==> src/rtl/lsu_ctrl_if.sv <==
// lsu_ctrl_if: pipeline-side and data-bus-side signals of the load/store sequencer.
interface lsu_ctrl_if #(
    parameter int ADDR_WIDTH = 32,
    parameter int DATA_WIDTH = 32
);
    logic                  mem_re;
    logic                  mem_we;
    logic [2:0]            funct3;
    logic [ADDR_WIDTH-1:0] addr;
    logic [DATA_WIDTH-1:0] wdata;
    logic                  stall;
    logic                  done;
    logic [DATA_WIDTH-1:0] rdata;
    logic                  err_misaligned;
    logic                  err_illegal;
    logic                  err_timeout;
    logic                  bus_req;
    logic                  bus_we;
    logic [ADDR_WIDTH-1:0] bus_addr;
    logic [3:0]            bus_be;
    logic [DATA_WIDTH-1:0] bus_wdata;
    logic                  bus_gnt;
    logic                  bus_rvalid;
    logic [DATA_WIDTH-1:0] bus_rdata;
    modport master (
        input  mem_re, mem_we, funct3, addr, wdata, bus_gnt, bus_rvalid, bus_rdata,
        output stall, done, rdata, err_misaligned, err_illegal, err_timeout,
               bus_req, bus_we, bus_addr, bus_be, bus_wdata
    );
    modport slave (
        output mem_re, mem_we, funct3, addr, wdata, bus_gnt, bus_rvalid, bus_rdata,
        input  stall, done, rdata, err_misaligned, err_illegal, err_timeout,
               bus_req, bus_we, bus_addr, bus_be, bus_wdata
    );
endinterface

==> src/rtl/lsu_ctrl.sv <==
// lsu_ctrl: load/store sequencer driving a req/gnt/rvalid data bus and stalling the pipeline.
module lsu_ctrl #(
    parameter int ADDR_WIDTH     = 32,
    parameter int DATA_WIDTH     = 32,
    parameter int TIMEOUT_CYCLES = 255
) (
    input  logic          clk_i,
    input  logic          rst_i,
    lsu_ctrl_if.master    m
);
    typedef enum logic [2:0] {IDLE, REQ, RESP, DONE, ERR} state_t;
    localparam logic [7:0] TO_LAST = 8'(TIMEOUT_CYCLES - 1);
    state_t                state;
    logic [7:0]            cnt;
    logic                  req_q, we_q, done_q, e_mis, e_ill, e_to;
    logic [ADDR_WIDTH-1:0] a_q;
    logic [3:0]            be_q, be_n;
    logic [DATA_WIDTH-1:0] wd_q, wd_n, rd_q, sh, ext;
    logic [2:0]            f3_q;
    logic                  ld_ok, st_ok, ill, mis;
    assign ld_ok = m.funct3 != 3'd3 && m.funct3[2:1] != 2'b11;
    assign st_ok = !m.funct3[2] && m.funct3[1:0] != 2'd3;
    assign ill   = (m.mem_re & m.mem_we) | (m.mem_re & !ld_ok) | (m.mem_we & !st_ok);
    assign mis   = (m.funct3[1:0] == 2'd1 && m.addr[0]) || (m.funct3[1:0] == 2'd2 && m.addr[1:0] != 2'd0);
    assign be_n  = m.funct3[1:0] == 2'd0 ? 4'b0001 << m.addr[1:0] :
                   m.funct3[1:0] == 2'd1 ? 4'b0011 << m.addr[1:0] : 4'b1111;
    assign wd_n  = m.funct3[1:0] == 2'd0 ? {4{m.wdata[7:0]}} :
                   m.funct3[1:0] == 2'd1 ? {2{m.wdata[15:0]}} : m.wdata;
    // Lane the addressed byte/half down to bit 0 before extending.
    assign sh    = m.bus_rdata >> {a_q[1:0], 3'b000};
    assign ext   = f3_q == 3'd0 ? {{(DATA_WIDTH-8){sh[7]}}, sh[7:0]} :
                   f3_q == 3'd1 ? {{(DATA_WIDTH-16){sh[15]}}, sh[15:0]} :
                   f3_q == 3'd4 ? {{(DATA_WIDTH-8){1'b0}}, sh[7:0]} :
                   f3_q == 3'd5 ? {{(DATA_WIDTH-16){1'b0}}, sh[15:0]} : sh;
    always_ff @(posedge clk_i or posedge rst_i) begin
        if (rst_i) begin
            state  <= IDLE;
            cnt    <= '0;
            req_q  <= 1'b0;
            we_q   <= 1'b0;
            a_q    <= '0;
            be_q   <= '0;
            wd_q   <= '0;
            f3_q   <= '0;
            done_q <= 1'b0;
            rd_q   <= '0;
            e_mis  <= 1'b0;
            e_ill  <= 1'b0;
            e_to   <= 1'b0;
        end else begin
            done_q <= 1'b0;
            rd_q   <= '0;
            e_mis  <= 1'b0;
            e_ill  <= 1'b0;
            e_to   <= 1'b0;
            case (state)
                IDLE: if (m.mem_re | m.mem_we) begin
                    if (ill | mis) begin
                        state  <= ERR;
                        done_q <= 1'b1;
                        e_ill  <= ill;
                        e_mis  <= !ill & mis;
                    end else begin
                        state <= REQ;
                        req_q <= 1'b1;
                        cnt   <= '0;
                        a_q   <= m.addr;
                        we_q  <= m.mem_we;
                        f3_q  <= m.funct3;
                        be_q  <= be_n;
                        wd_q  <= wd_n;
                    end
                end
                REQ: if (m.bus_gnt) begin
                    req_q <= 1'b0;
                    cnt   <= cnt + 8'd1;
                    if (we_q || m.bus_rvalid) begin
                        state  <= DONE;
                        done_q <= 1'b1;
                        rd_q   <= we_q ? '0 : ext;
                    end else state <= RESP;
                end else if (cnt == TO_LAST) begin
                    req_q  <= 1'b0;
                    state  <= ERR;
                    done_q <= 1'b1;
                    e_to   <= 1'b1;
                end else cnt <= cnt + 8'd1;
                RESP: if (m.bus_rvalid) begin
                    state  <= DONE;
                    done_q <= 1'b1;
                    rd_q   <= ext;
                end else if (cnt == TO_LAST) begin
                    state  <= ERR;
                    done_q <= 1'b1;
                    e_to   <= 1'b1;
                end else cnt <= cnt + 8'd1;
                default: state <= IDLE;
            endcase
        end
    end
    // Stall is combinational so the request is frozen in the very cycle it appears.
    assign m.stall          = !rst_i && (state == REQ || state == RESP || (state == IDLE && (m.mem_re || m.mem_we)));
    assign m.done           = done_q;
    assign m.rdata          = rd_q;
    assign m.err_misaligned = e_mis;
    assign m.err_illegal    = e_ill;
    assign m.err_timeout    = e_to;
    assign m.bus_req        = req_q;
    assign m.bus_we         = req_q & we_q;
    assign m.bus_addr       = req_q ? {a_q[ADDR_WIDTH-1:2], 2'b00} : '0;
    assign m.bus_be         = req_q ? be_q : 4'b0000;
    assign m.bus_wdata      = req_q ? wd_q : '0;
endmodule
==> src/flat_wrapper.sv <==
// flat-port wrapper written by rule: the top's interface ports become plain ports
module lsu_ctrl_flat 
#(
    parameter int ADDR_WIDTH     = 32,
    parameter int DATA_WIDTH     = 32,
    parameter int TIMEOUT_CYCLES = 255
)
  (clk_i, rst_i, m_mem_re, m_mem_we, m_funct3, m_addr, m_wdata, m_bus_gnt, m_bus_rvalid, m_bus_rdata, m_stall, m_done, m_rdata, m_err_misaligned, m_err_illegal, m_err_timeout, m_bus_req, m_bus_we, m_bus_addr, m_bus_be, m_bus_wdata);
  lsu_ctrl_if #(.ADDR_WIDTH(ADDR_WIDTH), .DATA_WIDTH(DATA_WIDTH)) m_i ();
  input  logic clk_i;
  input  logic rst_i;
  input wire logic [$bits(m_i.mem_re)-1:0] m_mem_re;
  input wire logic [$bits(m_i.mem_we)-1:0] m_mem_we;
  input wire logic [$bits(m_i.funct3)-1:0] m_funct3;
  input wire logic [$bits(m_i.addr)-1:0] m_addr;
  input wire logic [$bits(m_i.wdata)-1:0] m_wdata;
  input wire logic [$bits(m_i.bus_gnt)-1:0] m_bus_gnt;
  input wire logic [$bits(m_i.bus_rvalid)-1:0] m_bus_rvalid;
  input wire logic [$bits(m_i.bus_rdata)-1:0] m_bus_rdata;
  output wire logic [$bits(m_i.stall)-1:0] m_stall;
  output wire logic [$bits(m_i.done)-1:0] m_done;
  output wire logic [$bits(m_i.rdata)-1:0] m_rdata;
  output wire logic [$bits(m_i.err_misaligned)-1:0] m_err_misaligned;
  output wire logic [$bits(m_i.err_illegal)-1:0] m_err_illegal;
  output wire logic [$bits(m_i.err_timeout)-1:0] m_err_timeout;
  output wire logic [$bits(m_i.bus_req)-1:0] m_bus_req;
  output wire logic [$bits(m_i.bus_we)-1:0] m_bus_we;
  output wire logic [$bits(m_i.bus_addr)-1:0] m_bus_addr;
  output wire logic [$bits(m_i.bus_be)-1:0] m_bus_be;
  output wire logic [$bits(m_i.bus_wdata)-1:0] m_bus_wdata;
  assign m_i.mem_re = m_mem_re;
  assign m_i.mem_we = m_mem_we;
  assign m_i.funct3 = m_funct3;
  assign m_i.addr = m_addr;
  assign m_i.wdata = m_wdata;
  assign m_i.bus_gnt = m_bus_gnt;
  assign m_i.bus_rvalid = m_bus_rvalid;
  assign m_i.bus_rdata = m_bus_rdata;
  assign m_stall = m_i.stall;
  assign m_done = m_i.done;
  assign m_rdata = m_i.rdata;
  assign m_err_misaligned = m_i.err_misaligned;
  assign m_err_illegal = m_i.err_illegal;
  assign m_err_timeout = m_i.err_timeout;
  assign m_bus_req = m_i.bus_req;
  assign m_bus_we = m_i.bus_we;
  assign m_bus_addr = m_i.bus_addr;
  assign m_bus_be = m_i.bus_be;
  assign m_bus_wdata = m_i.bus_wdata;
  lsu_ctrl #(.ADDR_WIDTH(ADDR_WIDTH), .DATA_WIDTH(DATA_WIDTH), .TIMEOUT_CYCLES(TIMEOUT_CYCLES)) u_core (.clk_i(clk_i), .rst_i(rst_i), .m(m_i));
endmodule
==> config.mk <==
export PLATFORM = sky130hd
export DESIGN_NAME = lsu_ctrl_flat
export DESIGN_NICKNAME = d
export VERILOG_FILES = /design/src/rtl/lsu_ctrl_if.sv /design/src/rtl/lsu_ctrl.sv /design/src/flat_wrapper.sv
export SDC_FILE = /design/constraint.sdc
export NUM_CORES = 1
export LEC_CHECK = 0
export ABC_AREA = 1
export CAP_MARGIN = 15
export CORE_MARGIN = 5
export CORE_UTILIZATION = 50
export DETAILED_ROUTE_END_ITERATION = 8
export PLACE_DENSITY_LB_ADDON = 0.3
export SYNTH_ARGS = -nofsm -noshare
export SYNTH_HDL_FRONTEND = slang
export SYNTH_SLANG_ARGS = --single-unit
==> constraint.sdc <==
create_clock -name clk_i -period 12.5 [get_ports clk_i]
set_input_delay 2.5 -clock clk_i [delete_from_list [all_inputs] [get_ports clk_i]]
set_output_delay 2.5 -clock clk_i [all_outputs]
set_load 0.02 [all_outputs]
==> results.py <==
metrics = {
    "setup_path": {
        "slowest_stage": "clkdlybuf4s50_1",
        "rrSetupSlack_ns": 9.67,
        "critPathMaxFanout": 49,
        "path_class": "primary input to output pin",
        "reg2reg_to": "u_core.m.rdata[12]$_DFF_PP0_",
        "crit_path_end": "m_stall",
        "arrival_ns": 4.52,
        "worstSetupEndpointType": "output pin",
        "worstSetupStartpointType": "primary input",
        "rr_worst_depth": 7,
        "startpoint": "m_mem_re",
        "worstPathRequired_ns": 10.00,
        "path_cells": "clkdlybuf4s50_1 > nor2_1 > nor2_4 > buf_4 > nor2_1 > nor2_1 > clkdlybuf4s50_1",
        "r2r-start": "u_core.a_q[0]$_DFFE_PP0P_",
        "cpPeakStageDelay_ns": 0.60,
        "crit_path_frequent_cell": "nor2_1",
    },
    "detailed_routing": {
        "route.detailed.drc": 0,
        "vias_per_cell": 5.062,
        "firstDrtPassIters": 5,
        "post_drt_wl_per_cell_microns": 14.84,
        "vias": 6287,
        "drtIter0Drc": 669,
        "antenna_left": 0,
        "routed_wl_mm": 18.43,
    },
    "finish": {
        "layout_common_cells": "nand2_1, clkdlybuf4s50_1, dfrtp_1, inv_1, nand3_1",
        "layout.cells.most_common": "nand2_1",
        "nets": 1168,
        "diodes": 0,
        "synthToLayoutAreaGrowth_pct": 41.07,
        "drive_gt1_share_pct": 7.103,
    },
    "synthesis": {
        "synthDistinctLibCells": 33,
        "syn_inst": 876,
        "synth_seq_cells": 120,
        "syn_area_per_cell_sq_um": 7.393,
        "synthesis.area_sq_um": 6476,
        "yosysWarnings": 0,
        "yosysSeqAreaShare_pct": 46.37,
    },
    "timing": {
        "tightest_slew_ns": 1.009,
        "fin_crit_sh_pct": 56.12,
        "fin_worst_skew_ns": 0.007243,
        "relSlewSlack_pct": 32.73,
        "setup_viol": 0,
        "timing.final.crit_period_ns": 7.015,
        "rsz0062_at_grt": "false",
        "setup_tns_ns": 0,
        "final.setup.worst_slack_ns": 5.485,
        "finalHoldViolCount": 0,
        "maxSlewViolCount": 0,
        "fmax_mhz": 142.5,
    },
    "outcome": {
        "outcome": "completed",
    },
    "cts": {
        "cts_resized": 0,
        "cts_root_buf": "clkbuf_16",
        "clk_pin_slew_ns": 0.05,
        "clock_sinks": 120,
        "htree_num_levels": 4,
        "cts_tree": "built",
        "worstSkewPairLatency_ns": 0.41,
        "cts_setup_buffers": 0,
        "cts_made_buffers": 17,
        "postCtsHoldBufs": 0,
        "cts_max_path_buffers": 2,
    },
    "global_route": {
        "antenna_found_initial": 0,
        "grt_pass1_wl_mm": 28.99,
        "grt_use_total_pct": 24.19,
        "first_global_vias": 6019,
        "gr-total-overflow": 0,
        "grt_max_degree": 108,
    },
    "floorplan": {
        "io_pins": 212,
        "start_util_pct": 51.11,
        "dieArea_sq_um": 15330,
        "die_h_microns": 123.8,
        "rows": 41,
        "die_w_microns": 123.8,
        "core_sq_um": 12670,
    },
    "power_and_ir_drop": {
        "power.density_nw_per_um2": 214.7,
        "p_leak_nw": 4.756,
        "peakVddDrop_mv": 0.1181,
    },
    "worst_hold_path": {
        "hold_class": "flop to flop",
    },
    "placed_design": {
        "routabilityCongestion": 0.8803,
        "place_ws_ns": 5.473,
        "dp_hpwl_mm": 12.92,
        "port_buffers": 209,
    },
    "flow_run": {
        "drv_cap": 0,
    },
}
==> area by class of cell <==
| type | instances | area, sq um |
|---|---|---|
| timing repair buffer | 213 | 2122 |
| clock inverter | 8 | 117.6 |
| inverter | 121 | 456.7 |
| multi-input combinational | 584 | 2729 |
| fill | 1032 | 3535 |
| tap | 172 | 215.2 |
| clock buffer | 24 | 491.7 |
| sequential | 120 | 3004 |
==> worst min-delay path by stage <==
stage	start	end	slack [ns]	depth (start not counted)
final	u_core.a_q[25]$_DFFE_PP0P_	u_core.a_q[25]$_DFFE_PP0P_	0.47	2
after global routing	u_core.a_q[27]$_DFFE_PP0P_	u_core.a_q[27]$_DFFE_PP0P_	0.49	2
after CTS	u_core.a_q[8]$_DFFE_PP0P_	u_core.a_q[8]$_DFFE_PP0P_	0.47	2
after detailed placement	u_core.a_q[8]$_DFFE_PP0P_	u_core.a_q[8]$_DFFE_PP0P_	0.46	2
after global placement	u_core.a_q[23]$_DFFE_PP0P_	u_core.a_q[23]$_DFFE_PP0P_	0.45	2
after floorplan	u_core.a_q[10]$_DFFE_PP0P_	u_core.a_q[10]$_DFFE_PP0P_	0.44	2
==> registers in the layout, summed over array words and instances, names as in the netlist, 3 cells and up <==
register,count
u_core.cnt,8
u_core.f3_q,3
u_core.wd_q,32
u_core.m.rdata,32
u_core.a_q,32
u_core.state,3
u_core.be_q,4
==> per-stage QoR <==
step	total power, mW	utilization (%)	instance area [sq um]	hold WS (ns)	std cells
3_5_place_dp	1.457	67.30	8527	0.4583	1210
2_1_floorplan	1.169	-	6480	0.4422	877
5_1_grt	2.097	72.10	9136	0.4935	1242
6_report	1.961	72.10	9136	0.4690	1242
3_3_place_gp	1.438	67.30	8527	0.4542	1210
4_1_cts	1.970	72.10	9136	0.4714	1242
==> synth_stat cells <==
cell type	number	area (sq um)
buf_1	1	3.750
clkbuf_1	15	56.30
nor2_1	52	195.2
nand4_1	17	106.4
or2_2	10	62.56
nor2_4	2	22.52
a21o_1	1	7.510
nor2_2	6	37.54
nand2_2	9	56.30
buf_2	23	115.1
a211oi_1	8	60.06
xor2_1	1	8.760
a21oi_2	7	61.31
conb_1	1	3.750
o21bai_1	1	7.510
clkinv_1	1	3.750
inv_2	6	22.52
o22ai_1	3	18.77
buf_4	6	45.04
nor3_1	1	5.000
buf_6	7	78.83
a22o_1	7	61.31
a21oi_1	42	210.2
o211ai_1	2	15.01
o21ai_1	9	45.04
nand3_1	65	325.3
ha_1	6	75.07
nand2_1	274	1028
xnor2_1	2	17.52
o21ai_0	56	280.3
inv_1	114	427.9
o21ai_2	1	8.760
dfrtp_1	120	3003
==> worst max-delay path, delay by kind of cell <==
| kind | cells | cell delay [ns] |
|---|---|---|
| buf+inv | 3 | 1.57 |
| simple gates | 4 | 0.44 |
==> logic make-up (layout without fill, tap and decap cells) <==
logic type	count (synthesis)	after routing	synth area share (%)
AOI/OAI and AO/OA	137	137	11.98
adders and majority gates	6	6	1.159
buffers and inverters	173	366	11.63
xor gates and xnor gates	3	3	0.4058
and+or+nand+nor	436	436	28.40
DFF	120	120	46.37
other	1	2	0.05790
==> layer usage <==
layer | GRT usage [%] | up-vias | wire, microns
li1 | - | 3108 | -
met1 | 30.30 | 2919 | 7567
met2 | 40.72 | 233 | 9183
met3 | 5.995 | 27 | 1317
met4 | 8.512 | 0 | 359
met5 | 0 | - | 0
==> power by group <==
part | total, mW | internal (mW) | leakage [nW] | switching, mW
Clock | 0.499 | 0.333 | 0.300 | 0.166
Sequential | 0.622 | 0.526 | 1.56 | 0.0959
Combinational | 0.840 | 0.329 | 2.90 | 0.511
(Power assumes the default switching activity.)
